`src/rtl/msrh_stq_sq_sched.sv`:
```
// Store-queue commit scheduler: picks the oldest committed STQ entry for the SQ/L1D pipe and routes stage results back.
// Build option: define MSRH_STQ_SCHED_IN_ORDER_EN to issue only the head entry (strict in-order L1D writes).
module msrh_stq_sq_sched #(
    parameter int unsigned ENTRY_SIZE = 16
) (
    input  logic                          i_clk,
    input  logic                          i_reset_n,
    input  logic [ENTRY_SIZE-1:0]         i_commit_ready,
    input  logic [ENTRY_SIZE-1:0]         i_retire,
    output logic                          o_sq_req_valid,
    output logic [ENTRY_SIZE-1:0]         o_sq_req_index_oh,
    input  logic                          i_sq_req_ready,
    output logic [ENTRY_SIZE-1:0]         o_op_accept,
    input  logic                          i_l1d_rd_miss,
    input  logic                          i_l1d_rd_conflict,
    output logic [ENTRY_SIZE-1:0]         o_rd_miss_oh,
    output logic [ENTRY_SIZE-1:0]         o_rd_conflict_oh,
    input  logic                          i_l1d_wr_conflict,
    output logic [ENTRY_SIZE-1:0]         o_wr_conflict_oh,
    output logic [$clog2(ENTRY_SIZE)-1:0] o_head_ptr
);
    localparam int unsigned HW = $clog2(ENTRY_SIZE);

    logic                  r_req_valid;
    logic [ENTRY_SIZE-1:0] r_req_oh;
    logic [ENTRY_SIZE-1:0] r_chk_oh;
    logic [ENTRY_SIZE-1:0] r_upd_oh;
    logic [HW-1:0]         r_head;

    logic                  accept;
    logic                  held_drop;
    logic [ENTRY_SIZE-1:0] cand;
    logic [ENTRY_SIZE-1:0] masked_sel;

    assign accept    = r_req_valid & i_sq_req_ready;
    // The accepted entry still shows COMMIT this cycle, so hide it from the next pick.
    assign cand      = accept ? (i_commit_ready & ~r_req_oh) : i_commit_ready;
    assign held_drop = ~|(i_commit_ready & r_req_oh);

`ifdef MSRH_STQ_SCHED_IN_ORDER_EN
    assign masked_sel = cand[r_head] ? (ENTRY_SIZE'(1) << r_head) : '0;
`else
    logic [ENTRY_SIZE-1:0] rot;
    logic [ENTRY_SIZE-1:0] pick;

    // Rotate so the head sits at bit 0; index arithmetic wraps at the power-of-two size.
    always_comb begin
        rot = '0;
        for (int unsigned i = 0; i < ENTRY_SIZE; i++) begin
            rot[i] = cand[HW'(i) + r_head];
        end
    end

    assign pick = rot & (~rot + ENTRY_SIZE'(1));

    always_comb begin
        masked_sel = '0;
        for (int unsigned i = 0; i < ENTRY_SIZE; i++) begin
            masked_sel[HW'(i) + r_head] = pick[i];
        end
    end
`endif

    // Request register: reload when empty or consumed, otherwise hold unless the entry left COMMIT.
    always_ff @(posedge i_clk or negedge i_reset_n) begin
        if (!i_reset_n) begin
            r_req_valid <= 1'b0;
            r_req_oh    <= '0;
        end else if (!r_req_valid || accept) begin
            r_req_valid <= |masked_sel;
            r_req_oh    <= masked_sel;
        end else if (held_drop) begin
            r_req_valid <= 1'b0;
        end
    end

    // CHECK and UPDATE stage ownership; a CHECK miss/conflict kills the UPDATE slot.
    always_ff @(posedge i_clk or negedge i_reset_n) begin
        if (!i_reset_n) begin
            r_chk_oh <= '0;
            r_upd_oh <= '0;
        end else begin
            r_chk_oh <= accept ? r_req_oh : '0;
            r_upd_oh <= (i_l1d_rd_miss | i_l1d_rd_conflict) ? '0 : r_chk_oh;
        end
    end

    always_ff @(posedge i_clk or negedge i_reset_n) begin
        if (!i_reset_n) begin
            r_head <= '0;
        end else if (i_retire[r_head]) begin
            r_head <= r_head + HW'(1);
        end
    end

    assign o_sq_req_valid    = r_req_valid;
    assign o_sq_req_index_oh = r_req_oh;
    assign o_op_accept       = accept ? r_req_oh : '0;
    assign o_rd_miss_oh      = i_l1d_rd_miss ? r_chk_oh : '0;
    assign o_rd_conflict_oh  = (i_l1d_rd_conflict & ~i_l1d_rd_miss) ? r_chk_oh : '0;
    assign o_wr_conflict_oh  = i_l1d_wr_conflict ? r_upd_oh : '0;
    assign o_head_ptr        = r_head;

endmodule

```
`config.mk`:
```
export PLATFORM = sky130hd
export DESIGN_NAME = msrh_stq_sq_sched
export DESIGN_NICKNAME = d
export VERILOG_FILES = /design/src/rtl/msrh_stq_sq_sched.sv
export SDC_FILE = /design/constraint.sdc
export NUM_CORES = 1
export LEC_CHECK = 0
export ABC_CLOCK_PERIOD_IN_PS = 4950
export BUFFER_PORTS_ARGS = -buffer_cell sky130_fd_sc_hd__buf_4
export CORE_UTILIZATION = 40
export CTS_CLUSTER_SIZE = 30
export DETAILED_ROUTE_END_ITERATION = 6
export MAX_ROUTING_LAYER = met4
export PLACE_DENSITY = 0.68
export SLEW_MARGIN = 5
export SYNTH_ARGS = -nofsm -noshare
export SYNTH_HDL_FRONTEND = slang
export SYNTH_SLANG_ARGS = --single-unit
```
`constraint.sdc`:
```
create_clock -name i_clk -period 4.95 [get_ports i_clk]
set_clock_uncertainty 0.15 [all_clocks]
set_input_delay 0 -clock i_clk [delete_from_list [all_inputs] [get_ports i_clk]]
set_output_delay 0 -clock i_clk [all_outputs]
set_load 0.01 [all_outputs]
```
# Word-level counts from Yosys, hierarchy flattened

Cells that the tools add are included.

Output and inout port bits: 85
Input port bits: 38
Logic and storage cells: 173
Flip-flop bits (word level): 53

Bitwise gates (word level): 10
Add/subtract/negate cells: 16
Mux-type cells: 89
Magnitude comparators: 32
Reductions and logical operators: 20
Equality and inequality tests: 1

Operators by type and width:

| operator                                                   | count |
|---|---|
| bitwise mux 16 bit                                         | 15 |
| two-way mux 16 bit                                         | 6 |
| less-than comparator 4 x 5 -> 1 bit, second input constant | 16 |
| binary-select mux 1 bit (select 4 bit)                     | 17 |
| bitwise AND 16 bit                                         | 4 |
| demux 1 bit (select 4 bit)                                 | 16 |
| >= comparator 4 x 1 -> 1 bit, second input constant        | 16 |
| two-way mux 1 bit                                          | 35 |
| adder 4 bit, first input constant                          | 8 |
| inverter 16 bit                                            | 2 |
| OR reduction 16 bit                                        | 2 |
| adder 16 x 1 -> 16 bit, second input constant              | 1 |
| adder 3 x 4 -> 4 bit, first input constant                 | 4 |
| logical AND 1 bit                                          | 16 |
| adder 2 x 4 -> 4 bit, first input constant                 | 2 |
| adder 4 x 1 -> 4 bit, second input constant                | 1 |
| bitwise AND 1 bit                                          | 2 |
| inequality test 2 x 1 -> 1 bit, second input constant      | 1 |
| zero test 1 bit                                            | 1 |
| logical OR 1 bit                                           | 1 |
| inverter 1 bit                                             | 1 |
| OR 1 bit                                                   | 1 |

# Depth between registers and ports, before layout

Gate-level depths: netlist (run 1).

Depth in word-level cells: 26
Gate-level depth with buffers: 22
Mapped depth without buffers: 15

# Worst setup path after synthesis (run 1)

Ideal clock, no wire load.

Path kind: register to register
From: register r_head[1] (netlist: o_head_ptr[1])
To: register r_req_valid (netlist: o_sq_req_valid)
Required time: 4.718 ns
Period minus slack after synthesis: 5.309 ns
Path buffers: 4
Slack: -0.359 ns
Data arrival time: 5.077 ns
Cell stages (with the launch flop): 19
Library setup time: 0.082 ns
Cells stage by stage: dfrtp_1 > buf_2 > clkbuf_1 > inv_1 > ha_1 > clkbuf_1 > clkbuf_1 > o32ai_1 > o22ai_1 > o21ai_2 > a2111oi_4 > nand2_1 > a22o_1 > or4_1 > and3_1 > or4_1 > o311ai_1 > nor4_1 > a31oi_1

Longest elaborated chain between the ends: 23
Elaborated cells between the ends (all ways): 148
Those cells by class: add/sub: 16; order compare: 32; mux: 80; bitwise: 3; reduce/logical: 17

RTL lines:

| what                                                                           | line   | source |
|---|---|---|
| start: declaration                                                             | 28     | `logic [HW-1:0] r_head;` |
| start signal: assignment                                                       | 92     | `r_head <= r_head + HW'(1);` |
| adder 4 x 1 -> 4 bit or binary-select mux 1 bit (select 4 bit) (tied branches) | 50, 59 |  |
| binary-select mux 1 bit (select 4 bit) or two-way mux 1 bit (tied branches)    | 50     | `rot[i] = cand[HW'(i) + r_head];` |
| two-way mux 1 bit (not written as such) or inverter 16 bit (tied branches)     | 50, 54 |  |
| inverter 16 bit or adder 16 x 1 -> 16 bit (tied branches)                      | 54     | `assign pick = rot & (~rot + ENTRY_SIZE'(1));` |
| adder 16 x 1 -> 16 bit or bitwise AND 16 bit (tied branches)                   | 54     |  |
| bitwise AND 16 bit, on equally long branches                                   | n/a    |  |
| bitwise mux 16 bit (14 in a row)                                               | 59     | `masked_sel[HW'(i) + r_head] = pick[i];` |
| bitwise mux 16 bit (*)                                                         | 59     |  |
| OR reduction 16 bit (*)                                                        | 70     | `r_req_valid <= \|masked_sel;` |
| two-way mux 1 bit (*)                                                          | 69     | `end else if (!r_req_valid \|\| accept) begin` |
| end signal: assignment                                                         | 70     |  |
| end: declaration                                                               | 24     | `logic r_req_valid;` |

Every way passes the cells marked *; elsewhere a longest branch is shown, timed or not. The select of a mux whose other input is x is not followed.
A chain may end at the register's enable or synchronous reset.

# Final worst setup path (run 1)

From: register r_req_valid (netlist: o_sq_req_valid)
To: register r_req_valid (netlist: o_sq_req_valid)

Longest elaborated chain between the ends: 25
Elaborated cells between the ends (all ways): 58
Those cells by class: add/sub: 1; eq/ne: 1; mux: 49; bitwise: 4; reduce/logical: 3

RTL lines:

| what                                    | line | source |
|---|---|---|
| bitwise AND 1 bit                       | 35   | `assign accept = r_req_valid & i_sq_req_ready;` |
| two-way mux 16 bit                      | 37   | `assign cand = accept ? (i_commit_ready & ~r_req_oh) : i_commit_ready;` |
| binary-select mux 1 bit (select 4 bit)  | 50   |  |
| two-way mux 1 bit (not written as such) | 50   |  |
| inverter 16 bit                         | 54   |  |
| adder 16 x 1 -> 16 bit                  | 54   |  |
| bitwise AND 16 bit                      | 54   |  |
| bitwise AND 16 bit (no line)            | n/a  |  |
| bitwise mux 16 bit (15 in a row)        | 59   |  |
| OR reduction 16 bit                     | 70   |  |
| two-way mux 1 bit                       | 69   |  |

Several ways; a longest one is shown, not always the timed one. The select of a mux whose other input is x is not followed.

==> impl_summary.md, run 1 <==
Yosys
The count of unique library cells instantiated by Yosys is 78. Synthesis handed over a netlist of 1142 instances. Yosys printed 0 warnings.

The number of enable-type register cells in the synthesized netlist is 0. The number of nets handed over by synthesis was 1193. The area of the mapped netlist is 8040 sq um. After synthesis, the most frequently instantiated cells are 156 x nand2_1, 122 x nor2_1, 71 x and2_1, 71 x nand3_1, 67 x clkbuf_1.

Among all flip-flop cells after synthesis, the most frequent one is dfrtp_1. A synthesized cell averages 7.04 sq um. Sequential elements use 16.5% of the synthesized area. The synthesized flop and latch total is 53. The portion of synthesized cell area occupied by the leading cell type is 16.5%. For this run, asynchronously set or reset flops after synthesis account for 100%. The library cell occupying the most area in the post-synthesis netlist is dfrtp_1. The most frequent cell after synthesis is nand2_1.

Sorting the synthesized cells by area gives the leading types as dfrtp_1 16%, nand2_1 7.3%, mux4_2 6.2%.

Die
The die covers 20700 sq um. The region available for standard cell placement spans 19600 sq um. For this design the top-level I/O count stands at 123.

The effective utilization at floorplan is 41.0%. The die is 144 um wide. Row generation in the floorplan step produced 51 rows. The floorplan die height is 144 um.

Worst setup path
The number of buffer and inverter stages on the critical path is 3. At the worst endpoint, the arrival time is 4.95 ns. The critical path goes through buf_2 > and3_1 > o22ai_1 > mux4_2 > mux2i_1 > and4_1 > buf_4 > and4_1 > nor2_1 > a2111oi_0 > o21ai_0 > a21o_1 > o221ai_1 > nor4b_1 > buf_4 > a31oi_1. The critical path is of the flop to flop type. The type of origin of the critical path is a flop.

The family with the most delay on the worst path is simple AND/OR/NAND/NOR gates. The biggest fanout along the worst timing path is 10. The cell type of the slowest stage on the worst timing path is and4_1. The delay of the slowest cell on the worst path is 0.54 ns. STA classifies the critical path endpoint as a flop. The critical path required time is 5.01 ns.

Placed design
Input and output buffers added on the ports amount to 122. The placed wire-length estimate is 38.4 mm. The congestion estimate from routability-driven global placement came to 1.18. Before CTS, the worst setup slack after placement is -0.186 ns.

STA
For the pin with the worst max-slew slack, the measured transition is 0.940 ns. The final critical path time including I/O delays and setup is 4.89 ns. Setup violations remaining at the end of the flow were counted as 0. Measured against its own limit, the worst slew margin works out to 37.2%. The highest clock rate is 0.205 GHz. The final max-slew violation count is 0. The final hold violation count was 0. The smallest setup slack after layout is 0.0619 ns. The final period utilization is 98.8%.

Detailed routing
The number of vias per cell is 6.85. In the routed design, unresolved DRC markers number 0. The overall routed net length is 48.2 mm.

In this run the remaining antenna-violating nets after routing total 0. The via count of the routed design is 11.4k. The DRC marker count from the first detailed-route iteration is 1724.

Before antenna repair, the detailed router went through 7 iterations. Dividing the detail-routed wire length by the instance count gives 29.0 um.

CTS
The largest buffer count on any clock path is 2. The CTS root buffer is clkbuf_16. Counting the buffers created by CTS gives 5.

The clock net in this run drives a total of 53 sinks. TritonCTS built the clock tree. The clock insertion delay at the later pin of the skew report is 0.31 ns. The clock-pin slew reported for the worst setup and hold paths after clock tree synthesis is 0.08 ns. The clock tree synthesis step divided the H-tree into 2 levels.

GRT
The first-pass GRT wire length is 68.8 mm. The global-route track usage on met3 is 12.3%. For met1 alone, demand over resource in global routing was 57.3%. The global routing usage summed across all routing layers is 47.8%. The number of antenna violations at the first check in global routing came to 0. Entering global routing, the biggest net connects 54 pins.

The global routing's busiest layer is met2. The total overflow left after global routing is 0. The via count of the first global-routing pass is 10.5k. The met2 demand-to-capacity share in global routing is 67.9%.

Layout
The number of diodes added for antenna fixing is 0. The post-layout net count is 1447. The area growth from synthesis to layout is 37.0%. The share of final-layout standard cells stronger than drive strength 1 is 31.0%.

Min path
The type of the worst min-delay path is input pin to flop.

Job
The number of max-cap violations is 0.

Run status
The flow ran to the end, and the final reports show no timing, DRC or antenna violations.
sequential cells by signal, summed over array words and instances (netlist names):
signal	flops
r_upd_oh	16
r_chk_oh	16
o_sq_req_valid	1
o_head_ptr	4
o_sq_req_index_oh	16
cell type report:
cell class | instances | area (sq um)
tap | 265 | 332
multi-input combinational | 967 | 6460
timing repair buffer | 339 | 2630
clock inverter | 3 | 25.0
sequential | 53 | 1330
clock buffer | 5 | 125
inverter | 30 | 113
fill | 1887 | 8580
logic make-up (layout without fill, tap and decap cells):
logic type	count (synthesis)	count (layout)	synth area share [%]
compound gates	331	331	29.6
flops	53	53	16.5
simple gates	551	551	33.6
buf+inv	122	377	5.98
fa+ha+maj	13	13	2.02
xor+xnor	19	19	2.16
mux	53	53	10.2
worst register-to-register path, cell delays in order, from the launching register on:
cell	delay [ns]
dfrtp_2	0.45
buf_2	0.22
and3_1	0.39
o22ai_1	0.21
mux4_2	0.52
mux2i_1	0.30
and4_1	0.27
buf_4	0.16
and4_1	0.54
nor2_1	0.10
a2111oi_0	0.47
o21ai_0	0.15
a21o_1	0.21
o221ai_1	0.22
nor4b_1	0.14
buf_4	0.17
a31oi_1	0.14
placed cells by master, fill, tap and decap left out, types with 7 or more instances in the layout:
master	count
a311oi_1	7
xnor2_1	12
nand4_1	12
and3_1	25
o22a_1	7
o211ai_1	13
and2_1	71
inv_1	25
a221oi_1	16
or4_1	7
o32ai_1	13
nand2_1	156
nand2b_1	11
nand3_1	71
a22oi_1	8
o32a_1	8
a21oi_1	52
nor2_1	120
a211oi_1	11
nor4_1	10
dfrtp_1	50
a31oi_1	20
o31ai_1	14
nor3_1	26
mux4_2	22
buf_4	329
ha_1	12
mux2i_1	20
mux2_2	10
o22ai_1	14
o21ai_0	60
o221ai_1	9
final timing paths:
path / startpoint / end / slack, ns / depth (start not counted)
max reg2reg: o_sq_req_valid$_DFFE_PN0P_ / o_sq_req_valid$_DFFE_PN0P_ / 0.06 / 16
min in group asynchronous: i_reset_n / o_sq_req_index_oh[7]$_DFFE_PN0P_ / 0.16 / 2
max: o_sq_req_valid$_DFFE_PN0P_ / o_sq_req_valid$_DFFE_PN0P_ / 0.06 / 16
max in group asynchronous: i_reset_n / o_sq_req_valid$_DFFE_PN0P_ / 3.97 / 2
min: i_sq_req_ready / r_chk_oh[10]$_DFF_PN0_ / 0.009 / 3
min reg2reg: r_chk_oh[10]$_DFF_PN0_ / r_upd_oh[10]$_DFF_PN0_ / 0.35 / 1
metal layers:
metal	vias up	share of wire [%]
met1	5257	37
li1	4830	-
met5	-	0
met2	992	41
met3	299	13
met4	0	9.4
timing repair:
action                                  4_1_cts  5_1_grt
hold buffers                                  2        0
endpoints found under the hold margin        54        0
resized for setup                             5       33
pin swaps                                     0        1
endpoints found under the setup margin        4        4
setup buffers                                 0        2
per-stage QoR:
stage                     hold WS, ns  TNS, ns  instances  util, %  area [sq um]
after floorplan                -0.446        0       1142        -          8070
after global placement        -0.0754   -0.290       1650     54.2         10600
after detailed placement      -0.0650   -0.263       1650     54.2         10600
after CTS                     0.00162        0       1660     55.2         10800
after global routing           0.0447  -0.0500       1662     56.2         11000
final                         0.00937        0       1662     56.2         11000
Power of run 1 is not shown: default switching activity piles up to over one toggle a cycle in this logic, so the estimate is an artifact.
==> inputs of run 2 (changes only) <==
SETUP_SLACK_MARGIN = 0.15   (was not set)
==> run 2 against run 1 <==
Net effect: sequential share of layout area grew 0.49 points; die area is the same; global-route usage shrank 1.6 points; worst setup slack gained 0.070 ns; flip-flop and latch count is the same; critical endpoint unchanged; via count shrank 3.1%; first-iteration DRC count shrank 9.2%; critical path depth grew 4.
==> impl_summary.md, run 2 (synthesis gave the netlist of run 1 again) <==
Min path
The end of the worst hold path is o_sq_req_valid$_DFFE_PN0P_. The number of stages on the worst hold path is 5 (+2). In this run the most critical hold path is launched from i_commit_ready[11]. The type of the worst min-delay path is input pin to flop.

Detailed routing
The via count of the routed design came to 11.0k (-3.1%). The number of vias per cell is 6.91 (+0.91%). The DRC marker count from the first detailed-route iteration is 1566 (-9.2%). The first-pass iteration count of the detailed router came to 6 (-1).

The number of antenna-violating nets in the routed design is 0 (unchanged). The number of design rule violations left after detail routing came to 0 (unchanged). The post-detailed-route wirelength per cell came to 29.2 um (+0.50%).

The overall routed net length is 46.5 mm (-3.5%).

Layout
The share of the core filled with cells was 54.0% (-2.2 points). The number of fill cells in the layout was 1951 (+3.4%). The share of final-layout standard cells stronger than drive strength 1 is 28.3% (-2.7 points).

The most common cell after layout, fill and taps aside is buf_4. The post-layout net count is 1380 (-4.6%). The area growth from synthesis to layout is 31.6%. The library cells used most frequently in the layout, excluding fill and tap cells, are 263 x buf_4, 154 x nand2_1, 120 x nor2_1, 71 x and2_1, 71 x nand3_1. The number of non-filler instances in the completed layout is 1596 (-4.0%).

Worst setup path
The worst register-to-register path ends at o_sq_req_valid$_DFFE_PN0P_. The depth of the worst register-to-register path is 20 (+4). The reg-to-reg setup timing slack is 0.13 ns (+0.07 ns). STA classifies the critical path startpoint as a flop. The endpoint kind of the worst setup timing path is a flop.

The startpoint of the most critical register-to-register path is o_head_ptr[0]$_DFFE_PN0P_. The arrival time of data at the critical path endpoint is 4.82 ns (-0.13 ns). The critical path required time is 4.96 ns (-0.05 ns). The critical path is of the flop to flop type. The biggest fanout along the worst timing path came to 33 (+23).

Placed design
The number of instances in the placed design came to 1576 (-4.5%). The placed wire-length estimate is 36.1 mm (-5.9%). The final weighted congestion in routability-driven placement is 1.08 (-7.9%). The count of buffers inserted at the top-level ports is 122 (unchanged).

CTS
The CTS sink count is 53 (unchanged). The total clock buffers created by CTS is 5 (unchanged). The clock insertion delay at the later pin of the skew report is 0.31 ns (about the same). The TritonCTS clock tree is yes.

The clock-pin slew reported for the worst setup and hold paths after clock tree synthesis is 0.08 ns (about the same). The CTS root buffer is clkbuf_16. The largest buffer count on any clock path is 2 (unchanged). The number of H-tree levels is 2 (unchanged).

STA
The slew at the pin with the worst max-slew slack is 1.00 ns (+0.0630 ns). Setup repair after global routing could not meet its margin everywhere. The worst hold slack is 0.0524 ns (+0.0431 ns). The final critical path time including I/O delays and setup is 4.82 ns (-0.0705 ns).

The highest clock rate was 0.208 GHz (+1.5%). The max-slew headroom at the worst pin is 33.0% (-4.2 points). The final hold violation count came to 0 (unchanged).

The final max-slew violation count came to 0 (unchanged). The count of final setup violators is 0 (unchanged). The final period utilization is 97.3% (-1.4 points).

GRT
The overall overflow remaining after global route is 0 (unchanged). The pin count of the biggest net entering global routing is 54 (unchanged). The number of antenna violations at the first check in global routing was 1 (+1).

The first-pass GRT wire length was 66.8 mm (-3.0%). The via count of the first global-routing pass came to 10.2k (-3.3%). The global routing usage summed across all routing layers is 46.2% (-1.6 points).

Die
The effective utilization at floorplan came to 41.0% (unchanged). The top-level port count is 123 (unchanged). The die footprint came to 20700 sq um (unchanged).

The count of standard-cell rows is 51 (unchanged). The horizontal extent of the die was 144 um (unchanged). The floorplan core area is 19600 sq um (unchanged).

The floorplan die height was 144 um (unchanged).

Job
The number of max-cap violations came to 0 (unchanged).

Run status
The flow ran to the end, and the final reports show no timing, DRC or antenna violations.
-- run 2: what timing repair did --
| item | in CTS | in global routing |
|---|---|---|
| resized for setup | 6 | 47 |
| setup buffers | 0 | 8 |
| setup endpoints to repair | 3 | 11 |
| pin swaps | 0 | 7 |
| endpoints found under the hold margin | 56 | 0 |
| hold buffers | 3 | 0 |
-- run 2: worst max-delay path by stage --
stage	slack, ns	start	depth (start not counted)	end
3_5_place_dp	-0.08	o_head_ptr[1]$_DFFE_PN0P_	15	o_sq_req_valid$_DFFE_PN0P_
6_report	0.13	o_head_ptr[0]$_DFFE_PN0P_	20	o_sq_req_valid$_DFFE_PN0P_
5_1_grt	0.06	o_sq_req_valid$_DFFE_PN0P_	15	o_sq_req_valid$_DFFE_PN0P_
3_3_place_gp	-0.004	o_head_ptr[1]$_DFFE_PN0P_	17	o_sq_req_valid$_DFFE_PN0P_
4_1_cts	0.08	o_sq_req_valid$_DFFE_PN0P_	12	o_sq_req_index_oh[4]$_DFFE_PN0P_
2_1_floorplan	0.15	o_head_ptr[0]$_DFFE_PN0P_	18	o_sq_req_valid$_DFFE_PN0P_
-- run 2: critical path, cell delays in order, from the launching register on --
cell,delay [ns]
dfrtp_2,0.40
inv_1,0.07
ha_1,0.33
buf_12,0.18
nand2_1,0.09
o32ai_1,0.11
buf_4,0.18
mux4_2,0.52
mux2i_4,0.24
nor3_1,0.13
buf_4,0.20
nand2_2,0.15
buf_6,0.18
nor3_1,0.07
a2111oi_1,0.36
o21ai_0,0.21
a221oi_1,0.33
buf_4,0.23
o311ai_4,0.12
nor4_2,0.29
a31oi_1,0.11
-- run 2: per-stage QoR --
step | setup WS (ns) | setup TNS, ns | area [sq um]
2_1_floorplan | 0.155 | 0 | 8080
3_3_place_gp | -0.00382 | -0.00382 | 10000
3_5_place_dp | -0.0836 | -0.0836 | 10000
4_1_cts | 0.0795 | 0 | 10300
5_1_grt | 0.0618 | 0 | 10600
6_report | 0.132 | 0 | 10600
-- run 2: final cells by class --
cell class / instances / area [sq um] / area share (%)
Multi-Input combinational cell: 967 / 6530 / 61.7
Timing Repair Buffer: 272 / 2110 / 19.9
Sequential cell: 53 / 1330 / 12.6
Tap cell: 265 / 332 / 3.13
Clock buffer: 6 / 129 / 1.22
Inverter: 30 / 113 / 1.06
Clock inverter: 2 / 38.8 / 0.367
Antenna cell: 1 / 2.50 / 0.0236
-- run 2: per-layer routing --
metal | GRT usage, % | wire, um | vias up
met4 | 32.0 | 4040 | 0
met5 | - | 0 | -
li1 | - | - | 4687
met1 | 54.4 | 17200 | 5176
met3 | 10.5 | 5440 | 268
met2 | 69.7 | 19900 | 895
Power of run 2 is left out for the same reason.
==> inputs of run 3 (changes only) <==
--- a/config.mk
+++ b/config.mk
@@ -7,2 +7,3 @@
 export LEC_CHECK = 0
+export ABC_AREA = 1
 export ABC_CLOCK_PERIOD_IN_PS = 4950
==> constraint.sdc (replaced) <==
create_clock -name i_clk -period 4.95 [get_ports i_clk]
set_clock_uncertainty 0.15 [all_clocks]
set_input_delay 0.2475 -clock i_clk [delete_from_list [all_inputs] [get_ports i_clk]]
set_output_delay 0.2475 -clock i_clk [all_outputs]
set_load 0.01 [all_outputs]
==> run 3 against run 2 <==
Net effect: sequential share of layout area rose by 2.4 points; worst setup slack better by 0.26 ns; the flow now finishes with violations (design-rule violations); non-clock buffer count decreased by 115; largest cell class unchanged; core utilization decreased by 5.0 points; via count decreased by 11%.
==> impl_summary.md, run 3 <==
Detailed routing
The number of design rule violations left after detail routing is 18 (+18). The first-pass iteration count of the detailed router is 7 (+1). The post-detailed-route wirelength per cell is 19.8 um (-32%). The number of antenna-violating nets in the routed design is 0 (unchanged). The number of vias per cell was 5.63 (-18%). The DRC marker count from the first detailed-route iteration came to 1109 (-29%). The overall routed net length is 34.6 mm (-26%). The via count of the routed design came to 9852 (-11%).

CTS
The total clock buffers created by CTS is 5 (unchanged). The TritonCTS clock tree is yes. The CTS sink count is 53 (unchanged).

The number of H-tree levels came to 2 (unchanged). The largest buffer count on any clock path is 2 (unchanged). The clock-pin slew reported for the worst setup and hold paths after clock tree synthesis was 0.07 ns (about the same).

The CTS root buffer is clkbuf_16. The clock insertion delay at the later pin of the skew report came to 0.31 ns (about the same).

Worst setup path
The biggest fanout along the worst timing path was 19 (-42%). The critical path required time is 5.03 ns (+0.07 ns). The kind of critical path is flop to flop. The arrival time of data at the critical path endpoint is 4.64 ns (-0.18 ns).

The type of origin of the critical path is a flop. The launch point of the critical path is o_sq_req_valid$_DFFE_PN0P_. The startpoint of the most critical register-to-register path is o_sq_req_valid$_DFFE_PN0P_. STA classifies the critical path endpoint as a flop.

Yosys
The most frequent cell after synthesis is nand2_1. The share of async-settable or async-resettable flops after synthesis came to 100% (unchanged). The sequential element share of the synthesized area is 17.7% (+1.2 points). The synthesized flop and latch total came to 53 (unchanged). The mean post-synth cell area is 5.35 sq um (-24%). The warning count from the yosys run is 0 (unchanged). The cell count after synthesis is 1402 (+23%).

In the synthesized netlist the dominant register cell turns out to be dfrtp_1. The number of enable-type register cells in the synthesized netlist was 0 (unchanged). The library cell occupying the most area in the post-synthesis netlist is nand2_1. The net count of the mapped netlist is 1453 (+22%). The commonest cells after synthesis are 427 x nand2_1, 205 x inv_1, 204 x nor2_1.

The area of the mapped netlist is 7500 sq um (-6.7%). Yosys attributes the largest share of cell area to nand2_1 21%, dfrtp_1 18%, inv_1 10%. The portion of synthesized cell area occupied by the leading cell type is 21.4% (+4.9 points). The count of unique library cells instantiated by Yosys was 44 (-44%).

GRT
The first-pass GRT wire length was 53.3 mm (-20%). The number of antenna violations at the first check in global routing was 0 (-1). The pin count of the biggest net entering global routing is 54 (unchanged).

The global routing usage summed across all routing layers came to 36.9% (-9.2 points). The overall overflow remaining after global route is 0 (unchanged). The via count of the first global-routing pass is 8882 (-13%).

Die
The count of standard-cell rows is 49 (-3.9%). The floorplan die height is 139 um (-3.3%). The horizontal extent of the die was 139 um (-3.3%). The die footprint was 19300 sq um (-6.6%). The floorplan core area was 18100 sq um (-7.4%). The top-level port count is 123 (unchanged).

The effective utilization at floorplan came to 41.3% (+0.31 points).

STA
The final period utilization is 92.1% (-5.2 points). The final critical path time including I/O delays and setup is 4.56 ns (-0.258 ns). The count of final setup violators is 0 (unchanged). The final hold violation count came to 0 (unchanged). The highest clock rate is 0.219 GHz (+5.7%). The setup TNS after final layout is 0 ns (unchanged). The final max-slew violation count is 0 (unchanged). Setup repair after global routing left no endpoint under its margin. The worst hold slack is 0.189 ns (+0.137 ns). The slew at the pin with the worst max-slew slack was 0.839 ns (-0.163 ns).

The max-slew headroom at the worst pin was 44.0% (+11 points).

Job
The number of max-cap violations was 0 (unchanged).

Run status
The final reports fail on design-rule violations. The run finished, with violations left.

Layout
The top cell types in the final layout, fill and taps aside, are 427 x nand2_1, 205 x inv_1, 204 x nor2_1, 156 x buf_4, 153 x nand3_1. The number of diodes added for antenna fixing is 0 (-1). The post-layout net count is 1570 (+14%).

The cell area after layout came to 8890 sq um (-16%). From synthesis to final layout, the design area changed by 18.5%. The share of final-layout standard cells stronger than drive strength 1 is 14.5% (-14 points).

The library cell used most frequently in the layout, excluding fill and tap cells, is nand2_1. The number of fill cells in the layout was 2000 (+2.5%).

Placed design
The final weighted congestion in routability-driven placement is 1.11 (+2.1%). The placed wire-length estimate is 27.1 mm (-25%). The post-place instance area was 8700 sq um (-13%).

The count of buffers inserted at the top-level ports came to 122 (unchanged).

Min path
The launch instance of the worst min-delay path is i_sq_req_ready. The type of the worst min-delay path is input pin to flop.
## run 3: critical path, cell delays in order, from the launching register on
cell	delay, ns
dfrtp_1	0.88
nand3_1	0.25
nand3_1	0.14
nand3_1	0.10
nand3_1	0.15
nand3_1	0.13
nand2_4	0.29
nand2_2	0.16
nor2_4	0.20
nand3_2	0.23
inv_1	0.12
nand3_2	0.28
inv_1	0.50
a21oi_1	0.12
a21oi_1	0.42
nor2_1	0.10
nand2_1	0.08
nor2_1	0.04
a21oi_1	0.11
## run 3: what timing repair did
item | CTS | global route
gates resized for setup | 0 | 0
endpoints found under the hold margin | 53 | 0
hold buffers | 1 | 0
endpoints found under the setup margin | 0 | 0
buffers inserted | 0 | 0
## run 3: per-layer routing
layer	share of wire, %	GRT usage [%]	vias up
met3	12	6.42	123
met4	4.9	15.7	0
li1	-	-	4682
met1	40	47.3	4408
met5	0	-	-
met2	43	57.2	639
## run 3: kinds of logic after synthesis
group / share of synthesized area (%)
buffers and inverters: 14.5
DFF: 17.7
and+or+nand+nor: 48.3
AOI/OAI and AO/OA: 17.3
xor gates and xnor gates: 0.117
adders and majority gates: 2.17
## run 3: final cells by class
cell class / instances / area [sq um] / share of cell area (%)
sequential: 53 / 1330 / 14.9
inverter: 220 / 828 / 9.32
clock buffer: 6 / 139 / 1.56
clock inverter: 2 / 37.5 / 0.422
timing repair buffer: 157 / 1180 / 13.3
multi-input combinational: 1082 / 5090 / 57.3
tap: 229 / 287 / 3.22
## run 3: worst paths after layout
check / slack [ns] / cells after the start / to
worst max-delay path: 0.39 / 18 / o_sq_req_valid$_DFFE_PN0P_
worst min-delay path: 0.19 / 3 / r_chk_oh[2]$_DFF_PN0_
worst max register to register: 0.39 / 18 / o_sq_req_valid$_DFFE_PN0P_
worst min register to register: 0.37 / 2 / r_upd_oh[9]$_DFF_PN0_
max in group asynchronous: 3.80 / 2 / r_upd_oh[6]$_DFF_PN0_
min in group asynchronous: 0.35 / 2 / o_head_ptr[3]$_DFFE_PN0P_
## run 3: through the flow
stage | setup slack (ns) | util, % | instances
2_1_floorplan | 1.14 | - | 1402
4_1_cts | 0.563 | 49.0 | 1749
6_report | 0.391 | 49.0 | 1749
3_5_place_dp | 0.585 | 48.0 | 1740
3_3_place_gp | 0.626 | 48.0 | 1740
5_1_grt | 0.151 | 49.0 | 1749
Power of run 3 is left out for the same reason.
